$ cat config.mk
export PLATFORM = sky130hd
export DESIGN_NAME = mem_stage_flat
export DESIGN_NICKNAME = d
export VERILOG_FILES = /design/src/rtl/mem_stage_if.sv /design/src/rtl/mem_stage.sv /design/src/flat_wrapper.sv
export SDC_FILE = /design/constraint.sdc
export NUM_CORES = 1
export LEC_CHECK = 0
export CAP_MARGIN = 10
export CELL_PAD_IN_SITES_DETAIL_PLACEMENT = 0
export CELL_PAD_IN_SITES_GLOBAL_PLACEMENT = 1
export CORE_ASPECT_RATIO = 0.9
export CORE_MARGIN = 10
export CORE_UTILIZATION = 32
export CTS_CLUSTER_DIAMETER = 30
export DETAILED_ROUTE_END_ITERATION = 8
export GPL_TIMING_DRIVEN = 0
export PLACE_DENSITY = 0.91
export SLEW_MARGIN = 20
export SYNTH_ARGS = -nofsm -noshare
export SYNTH_HDL_FRONTEND = slang
export SYNTH_SLANG_ARGS = --single-unit
$ cat constraint.sdc
create_clock -name clk -period 3.5 [get_ports clk]
set_clock_uncertainty 0.2 [all_clocks]
set_input_delay 0.7 -clock clk [delete_from_list [all_inputs] [get_ports clk]]
set_output_delay 0.7 -clock clk [all_outputs]
set_load 0.02 [all_outputs]
$ cat src/rtl/mem_stage_if.sv
// Data-memory bus between the MEM stage (master) and the memory (slave).
// Handshake: the master raises dmem_req with addr/we/be/wdata stable and holds
// them until the slave answers with dmem_ready=1. That cycle completes the
// access, and dmem_rdata is valid only in that cycle.
interface mem_stage_if;
  logic        dmem_req;
  logic        dmem_we;
  logic [31:0] dmem_addr;
  logic [31:0] dmem_wdata;
  logic [3:0]  dmem_be;
  logic        dmem_ready;
  logic [31:0] dmem_rdata;

  modport master (
    output dmem_req, dmem_we, dmem_addr, dmem_wdata, dmem_be,
    input  dmem_ready, dmem_rdata
  );

  modport slave (
    input  dmem_req, dmem_we, dmem_addr, dmem_wdata, dmem_be,
    output dmem_ready, dmem_rdata
  );
endinterface

$ cat src/rtl/mem_stage.sv
// MEM pipeline stage: drives the data-memory bus, stalls upstream while an
// access is outstanding, aborts on timeout and registers the MEM/WB boundary.
module mem_stage #(
  parameter int TIMEOUT_CYCLES = 16,
  parameter int CNT_W          = 8
) (
  input  logic        clk,
  input  logic        reset,
  input  logic        MemRead_MEM,
  input  logic        MemWrite_MEM,
  input  logic        RegWrite_MEM,
  input  logic        MemtoReg_MEM,
  input  logic [4:0]  RD_MEM,
  input  logic [31:0] ALU_OUT_MEM,
  input  logic [31:0] REG2_DATA_MEM,
  input  logic [2:0]  FUNCT3_MEM,
  mem_stage_if.master dmem,
  output logic        stall_mem,
  output logic        RegWrite_WB,
  output logic        MemtoReg_WB,
  output logic [4:0]  RD_WB,
  output logic [31:0] ALU_OUT_WB,
  output logic [31:0] MEM_DATA_WB,
  output logic        misaligned_WB,
  output logic        bus_err_WB,
  output logic [0:0]  o_dbg_state
);

  localparam logic [0:0] S_IDLE = 1'b0;
  localparam logic [0:0] S_WAIT = 1'b1;
  localparam logic [CNT_W-1:0] TO_VAL = CNT_W'(TIMEOUT_CYCLES);

  logic [0:0]       r_state;
  logic [CNT_W-1:0] r_cnt;

  logic        w_access;
  logic        w_mis_raw;
  logic        w_mis_evt;
  logic        w_req;
  logic        w_abort;
  logic [3:0]  w_be;
  logic [31:0] w_wdata;
  logic [31:0] w_lane;
  logic [31:0] w_ext;

  assign w_access = MemRead_MEM | MemWrite_MEM;

  // FUNCT3[1:0]: 00 byte, 01 half, anything else treated as a word access.
  always_comb begin
    w_mis_raw = 1'b0;
    w_be      = 4'b1111;
    w_wdata   = REG2_DATA_MEM;
    case (FUNCT3_MEM[1:0])
      2'b00: begin
        w_be    = 4'b0001 << ALU_OUT_MEM[1:0];
        w_wdata = {4{REG2_DATA_MEM[7:0]}};
      end
      2'b01: begin
        w_mis_raw = ALU_OUT_MEM[0];
        w_be      = ALU_OUT_MEM[1] ? 4'b1100 : 4'b0011;
        w_wdata   = {2{REG2_DATA_MEM[15:0]}};
      end
      default: w_mis_raw = (ALU_OUT_MEM[1:0] != 2'b00);
    endcase
  end

  assign w_lane = dmem.dmem_rdata >> {ALU_OUT_MEM[1:0], 3'b000};

  always_comb begin
    w_ext = dmem.dmem_rdata;
    case (FUNCT3_MEM)
      3'b000:  w_ext = {{24{w_lane[7]}}, w_lane[7:0]};
      3'b001:  w_ext = {{16{w_lane[15]}}, w_lane[15:0]};
      3'b100:  w_ext = {24'd0, w_lane[7:0]};
      3'b101:  w_ext = {16'd0, w_lane[15:0]};
      default: w_ext = dmem.dmem_rdata;
    endcase
  end

  // In WAIT the upstream inputs are frozen, so they stay aligned and valid.
  assign w_mis_evt = (r_state == S_IDLE) & w_access & w_mis_raw;
  assign w_req     = reset & ((r_state == S_WAIT) | (w_access & ~w_mis_raw));
  assign w_abort   = (TIMEOUT_CYCLES != 0) && (r_state == S_WAIT) &&
                     !dmem.dmem_ready && (r_cnt == TO_VAL);

  assign dmem.dmem_req   = w_req;
  assign dmem.dmem_we    = w_req & MemWrite_MEM;
  assign dmem.dmem_addr  = {ALU_OUT_MEM[31:2], 2'b00};
  assign dmem.dmem_wdata = w_wdata;
  assign dmem.dmem_be    = w_be;
  assign stall_mem       = w_req & ~dmem.dmem_ready & ~w_abort;
  assign o_dbg_state     = r_state;

  always_ff @(posedge clk or negedge reset) begin
    if (!reset) begin
      r_state <= S_IDLE;
      r_cnt   <= '0;
    end else if (r_state == S_IDLE) begin
      if (w_req && !dmem.dmem_ready) begin
        r_state <= S_WAIT;
        r_cnt   <= CNT_W'(1);
      end
    end else if (dmem.dmem_ready || w_abort) begin
      r_state <= S_IDLE;
      r_cnt   <= '0;
    end else begin
      r_cnt <= r_cnt + CNT_W'(1);
    end
  end

  always_ff @(posedge clk or negedge reset) begin
    if (!reset) begin
      RegWrite_WB   <= 1'b0;
      MemtoReg_WB   <= 1'b0;
      RD_WB         <= '0;
      ALU_OUT_WB    <= '0;
      MEM_DATA_WB   <= '0;
      misaligned_WB <= 1'b0;
      bus_err_WB    <= 1'b0;
    end else if (stall_mem) begin
      // Bubble: data fields are held, only the enables drop.
      RegWrite_WB   <= 1'b0;
      misaligned_WB <= 1'b0;
      bus_err_WB    <= 1'b0;
    end else begin
      MemtoReg_WB   <= MemtoReg_MEM;
      RD_WB         <= RD_MEM;
      ALU_OUT_WB    <= ALU_OUT_MEM;
      misaligned_WB <= w_mis_evt;
      bus_err_WB    <= w_abort;
      RegWrite_WB   <= RegWrite_MEM & ~MemWrite_MEM & ~w_mis_evt & ~w_abort;
      MEM_DATA_WB   <= (MemRead_MEM & ~MemWrite_MEM & ~w_mis_evt & ~w_abort)
                       ? w_ext : 32'd0;
    end
  end

endmodule

$ cat src/flat_wrapper.sv
// flat-port wrapper written by rule: the top's interface ports become plain ports
module mem_stage_flat 
#(
  parameter int TIMEOUT_CYCLES = 16,
  parameter int CNT_W          = 8
)
  (clk, reset, MemRead_MEM, MemWrite_MEM, RegWrite_MEM, MemtoReg_MEM, RD_MEM, ALU_OUT_MEM, REG2_DATA_MEM, FUNCT3_MEM, stall_mem, RegWrite_WB, MemtoReg_WB, RD_WB, ALU_OUT_WB, MEM_DATA_WB, misaligned_WB, bus_err_WB, o_dbg_state, dmem_dmem_req, dmem_dmem_we, dmem_dmem_addr, dmem_dmem_wdata, dmem_dmem_be, dmem_dmem_ready, dmem_dmem_rdata);
  mem_stage_if dmem_i ();
  input  logic clk;
  input  logic reset;
  input  logic MemRead_MEM;
  input  logic MemWrite_MEM;
  input  logic RegWrite_MEM;
  input  logic MemtoReg_MEM;
  input  logic [4:0] RD_MEM;
  input  logic [31:0] ALU_OUT_MEM;
  input  logic [31:0] REG2_DATA_MEM;
  input  logic [2:0] FUNCT3_MEM;
  output logic stall_mem;
  output logic RegWrite_WB;
  output logic MemtoReg_WB;
  output logic [4:0] RD_WB;
  output logic [31:0] ALU_OUT_WB;
  output logic [31:0] MEM_DATA_WB;
  output logic misaligned_WB;
  output logic bus_err_WB;
  output logic [0:0] o_dbg_state;
  output wire logic [$bits(dmem_i.dmem_req)-1:0] dmem_dmem_req;
  output wire logic [$bits(dmem_i.dmem_we)-1:0] dmem_dmem_we;
  output wire logic [$bits(dmem_i.dmem_addr)-1:0] dmem_dmem_addr;
  output wire logic [$bits(dmem_i.dmem_wdata)-1:0] dmem_dmem_wdata;
  output wire logic [$bits(dmem_i.dmem_be)-1:0] dmem_dmem_be;
  input wire logic [$bits(dmem_i.dmem_ready)-1:0] dmem_dmem_ready;
  input wire logic [$bits(dmem_i.dmem_rdata)-1:0] dmem_dmem_rdata;
  assign dmem_dmem_req = dmem_i.dmem_req;
  assign dmem_dmem_we = dmem_i.dmem_we;
  assign dmem_dmem_addr = dmem_i.dmem_addr;
  assign dmem_dmem_wdata = dmem_i.dmem_wdata;
  assign dmem_dmem_be = dmem_i.dmem_be;
  assign dmem_i.dmem_ready = dmem_dmem_ready;
  assign dmem_i.dmem_rdata = dmem_dmem_rdata;
  mem_stage #(.TIMEOUT_CYCLES(TIMEOUT_CYCLES), .CNT_W(CNT_W)) u_core (.clk(clk), .reset(reset), .MemRead_MEM(MemRead_MEM), .MemWrite_MEM(MemWrite_MEM), .RegWrite_MEM(RegWrite_MEM), .MemtoReg_MEM(MemtoReg_MEM), .RD_MEM(RD_MEM), .ALU_OUT_MEM(ALU_OUT_MEM), .REG2_DATA_MEM(REG2_DATA_MEM), .FUNCT3_MEM(FUNCT3_MEM), .dmem(dmem_i), .stall_mem(stall_mem), .RegWrite_WB(RegWrite_WB), .MemtoReg_WB(MemtoReg_WB), .RD_WB(RD_WB), .ALU_OUT_WB(ALU_OUT_WB), .MEM_DATA_WB(MEM_DATA_WB), .misaligned_WB(misaligned_WB), .bus_err_WB(bus_err_WB), .o_dbg_state(o_dbg_state));
endmodule
### After elaboration in Yosys (flattened, before gate mapping)

Cells that the tools add are included.

* add/sub/neg operators: 1
* eq/ne operators: 5
* multiplexer cells: 15
* reduce and logical (&&, ||, !) cells: 9
* shifts and indexed selects: 2
* bitwise operators: 21

Operator list (count)
* $pmux W32 S4: 1
* $pmux W32 S2: 1
* $mux W32: 1
* $shr A32 B5 Y16: 1
* $mux W8: 3
* $and A1 B1 Y1: 13
* $add A8 B1 Y8 const B: 1
* $eq A8 B5 Y1 const B: 1
* $pmux W4 S2: 1
* $eq A3 B3 Y1 const B: 2
* $mux W1: 6
* $not A1 Y1: 6
* $mux W4: 1
* $reduce_bool A2 Y1: 2
* $shl A1 B2 Y4 const A: 1
* $eq A3 B1 Y1 const B: 1
* $logic_and A1 B1 Y1: 3
* $logic_not A3 Y1: 1
* $eq A2 B1 Y1 const B: 1
* $logic_not A2 Y1: 1
* $or A1 B1 Y1: 2
* $pmux W1 S2: 1
* $logic_not A1 Y1: 1
* $logic_or A1 B1 Y1: 1

* flip-flop bits (word level): 82
* output and inout bits: 145

### Depth between registers and ports, before layout

* word-level depth: 9
* gate-level depth with buffers: 8
* depth with buffers taken out: 6

### Least setup slack after synthesis

No wires, ideal clock.

* path kind: input-to-output
* start point: input FUNCT3_MEM[1]
* end point: output dmem_dmem_wdata[24]
* cell stages on the path: 6
* path buffers: 4
* path slack: 0.552 ns
* required time: 2.600 ns
* arrival: 2.048 ns
* cell sequence: clkbuf_1 > clkbuf_1 > buf_1 > clkbuf_1 > nand2_1 > o21ai_0

* word-level cells in the longest chain between the ends: 2

RTL lines
* from (decl): RTL line flat_wrapper.sv:18 `input logic [2:0] FUNCT3_MEM;`
* $eq A2 B1 Y1 or $logic_not A2 Y1 (tied branches): RTL line mem_stage.sv:53 `case (FUNCT3_MEM[1:0])`
* $pmux W32 S2 (*): RTL line mem_stage.sv:53
* to (decl): RTL line flat_wrapper.sv:31 `output wire logic [$bits(dmem_i.dmem_wdata)-1:0] dmem_dmem_wdata;`

Every way passes the cells marked *; elsewhere a longest branch is shown, timed or not.

### Worst setup path in the final report

* start point: input MemWrite_MEM
* end point: output dmem_dmem_we

* word-level cells in the longest chain between the ends: 5

RTL lines
* from (decl): RTL line flat_wrapper.sv:12 `input logic MemWrite_MEM;`
* $or A1 B1 Y1: RTL line mem_stage.sv:46 `assign w_access = MemRead_MEM | MemWrite_MEM;`
* $and A1 B1 Y1: RTL line mem_stage.sv:82 `assign w_req = reset & ((r_state == S_WAIT) | (w_access & ~w_mis_raw));`
* $or A1 B1 Y1: RTL line mem_stage.sv:82
* $and A1 B1 Y1: RTL line mem_stage.sv:82
* $and A1 B1 Y1 (*): RTL line mem_stage.sv:87 `assign dmem.dmem_we = w_req & MemWrite_MEM;`
* to (decl): RTL line flat_wrapper.sv:29 `output wire logic [$bits(dmem_i.dmem_we)-1:0] dmem_dmem_we;`

Marked as above.

==> flow_summary.toml <==
[synth]
synthXorXnorAreaFrac = 0.00354
synth_edf_count = 0
synth-compound-area-share = 0.162
syn_area_um2 = 4940
synthAdderAreaFrac = 0.00506
ys_top_cells_by_area = "dfrtp_1 41%, mux2_4 11%, buf_4 6.1%"
synth-async-reset-ratio = 1.00
synth_top_cell_area_share = 0.415
synthSimpleGateAreaFrac = 0.115
ys_seq_elements = 82
synth_seq_area_share = 0.415
yosys_warnings = 0
muxShareOfSynthArea = 0.198
synth_top_family_by_area = "multiplexers"
synthFlopType = "dfrtp_1"
synthesis.instances = 475
yosys.area.top_type = "dfrtp_1"
synth_cell_type_count = 48
syn_avg_cell_area_um2 = 10.4

[clocking]
cts_sinks = 82
cts_buffer_depth = 2
path_clk_slew_ps = 70
cts_tree = "done"
numCtsBuffers = 9
htreeDepth = 3
clock_latency_ps = 340
cts_root_buf = "clkbuf_16"

[global_routing]
met3_usage = 0.0669
grtUsageMet1 = 0.205
grt_busiest_layer = "met2"
antenna_found_initial = 0
grt-ovfl-total = 0
grt_pass1_wl_mm = 28.5
grt_pass1_vias = 5067
use_met2 = 0.298
grt_max_degree = 26
track_usage = 0.175

[floorplanning]
die_area_um2 = 20800
initial_utilization = 0.324
die_w_um = 151
rows = 43
core_um2 = 15300
die_y_um = 138
ios = 256

[cells_and_area]
antenna_cells = 0
nets = 857
area_growth_pct = 65.9
drive_gt1_frac = 0.202
fin_area_um2 = 8200
fillers = 1320

[timing]
worstMarginPinSlew_ps = 669
fin_crit_sh = 0.971
slew_headroom = 0.554
finalSetupViolCount = 0
drv_slew = 0
period_needed_ps = 3400
fmax_mhz = 294
totalNegativeSetupSlack_ps = 0
hold_viol = 0

[critical_path]
cp.arrival_ps = 2500
crit_chain = "clkdlybuf4s50_1 -> or2_2 -> a31oi_1 -> nor2b_1 -> and2_1 -> clkdlybuf4s50_1"
slowest_stage = "clkdlybuf4s50_1"
crit_fanout = 5
endpoint_kind = "output pin"
crit_type = "primary input to output pin"
critPathMostFrequentCell = "clkdlybuf4s50_1"
critPathBufInv = 2
startpoint_type = "primary input"
ff2ff_setup_slack_ps = 940
critPathTopFamily = "buffers and inverters"
max_stage_delay_ps = 540
cp_data_required_time_ps = 2600

[pwr]
pwr-share-seq = 0.345
vdd_drop_max_mv = 0.249
swShare = 0.292
pwr-share-clk = 0.342
p_leak_nw = 3.54
intPower_w = 0.00217
p_sw_w = 0.000896
power_frac_comb = 0.312
power_density_nw_per_um2 = 373

[detailed_routing]
drc_errors = 0
ant_nets = 0
wl_per_cell_um = 19.6
vias_per_cell = 4.98
wl_mm = 18.6
via_count = 4735
dr.pass1.iters = 5
drt-initial-drc-count = 372

[place]
gp_congestion = 0.915
post_dp_cell_area_um2 = 7740
numPortBuffers = 251
dp_hpwl_mm = 14.6

[flow_run]
maxCapViolCount = 0

[min_path]
hold_path.class = "primary input to asynchronous set/reset pin"

[run_status]
status = "finished clean"
## logic make-up after synthesis
| kind of cell | after synthesis |
|---|---|
| AND/OR/NAND/NOR | 113 |
| multiplexers | 76 |
| other | 1 |
| AO/OA/AOI/OAI | 119 |
| buffers and inverters | 80 |
| XOR/XNOR | 2 |
| flip-flops | 82 |
| adder cells (fa/ha/maj) | 2 |
## registers in the layout (all words and copies together) (netlist names)
register,count
u_core.ALU_OUT_WB,32
u_core.bus_err_WB,1
u_core.o_dbg_state,1
u_core.MEM_DATA_WB,32
u_core.r_cnt,8
u_core.misaligned_WB,1
u_core.RegWrite_WB,1
u_core.MemtoReg_WB,1
u_core.RD_WB,5
## power groups by stage
stage               Sequential [W]  Combinational, W  Clock [W]
floorplan                  0.00114          0.000396          0
global placement           0.00107          0.000913          0
detailed placement         0.00108          0.000928          0
CTS                        0.00106          0.000950    0.00108
global route               0.00107           0.00102    0.00113
finish                     0.00106          0.000957    0.00105
## worst paths after layout
kind / start / to / cells after the start
max in group asynchronous: reset / u_core.ALU_OUT_WB[16] / 2
min reg2reg: u_core.MEM_DATA_WB[9] / u_core.MEM_DATA_WB[9] / 1
min in group clk: u_core.MEM_DATA_WB[9] / u_core.MEM_DATA_WB[9] / 1
max reg2reg: u_core.r_cnt[0] / u_core.MEM_DATA_WB[7] / 8
min: reset / u_core.RD_WB[1] / 2
max: MemWrite_MEM / dmem_dmem_we / 6
## synthesized netlist by cell type (all sizes together), types with 8 or more instances
| cell type | instances |
|---|---|
| mux2i | 18 |
| a21oi | 22 |
| clkbuf | 18 |
| o22ai | 9 |
| dfrtp | 82 |
| o2bb2ai | 16 |
| buf | 56 |
| nand2b | 9 |
| o21ai | 36 |
| o221ai | 8 |
| nor2 | 20 |
| nand2 | 48 |
| nor2b | 14 |
| mux2 | 57 |
| a22o | 17 |
## per-stage QoR
| step | hold slack [ps] | util | instances | total power (W) | worst slack, ps |
|---|---|---|---|---|---|
| floorplan | 204 | - | 476 | 0.00153 | 552 |
| global placement | 277 | 0.505 | 929 | 0.00199 | -3390 |
| detailed placement | 277 | 0.506 | 930 | 0.00200 | -841 |
| CTS | 83.1 | 0.535 | 948 | 0.00308 | 6.47 |
| global route | 79.4 | 0.537 | 950 | 0.00322 | -4.41 |
| finish | 83.6 | 0.537 | 950 | 0.00306 | 102 |
## layout make-up
class,instances,area [um^2],area share
timing repair buffer,260,2650,0.323
multi-input combinational,314,2420,0.295
sequential,82,2050,0.250
buffer,71,477,0.0581
tap,202,253,0.0308
clock buffer,10,239,0.0291
clock inverter,5,86.3,0.0105
inverter,6,22.5,0.00275
## metal layers
metal | wire, um | vias to the layer above
li1 | - | 2197
met3 | 1680 | 23
met5 | 0 | -
met1 | 7350 | 2308
met2 | 9270 | 207
met4 | 281 | 0
## cell usage in the layout (no fill, tap or decap), drive strengths merged, types with 3 or more instances in the layout
cell type / count
a22o: 17
o21ai: 36
o221ai: 8
buf: 64
or3: 4
o22ai: 9
a21o: 4
dfrtp: 82
nor2: 20
clkdlybuf4s50: 246
clkdlybuf4s15: 3
mux2: 57
mux2i: 18
a21oi: 22
inv: 8
nand2b: 9
o2bb2ai: 16
nor2b: 14
nand2: 48
clkbuf: 25
nor3: 3
## what timing repair did
action,CTS,global route
pin swaps,3,1
setup endpoints to repair,23,14
buffers inserted,1,4
resized for setup,21,4
hold endpoints to repair,24,0
hold buffers,2,0
cloned,1,0
(Power assumes the default switching activity.)
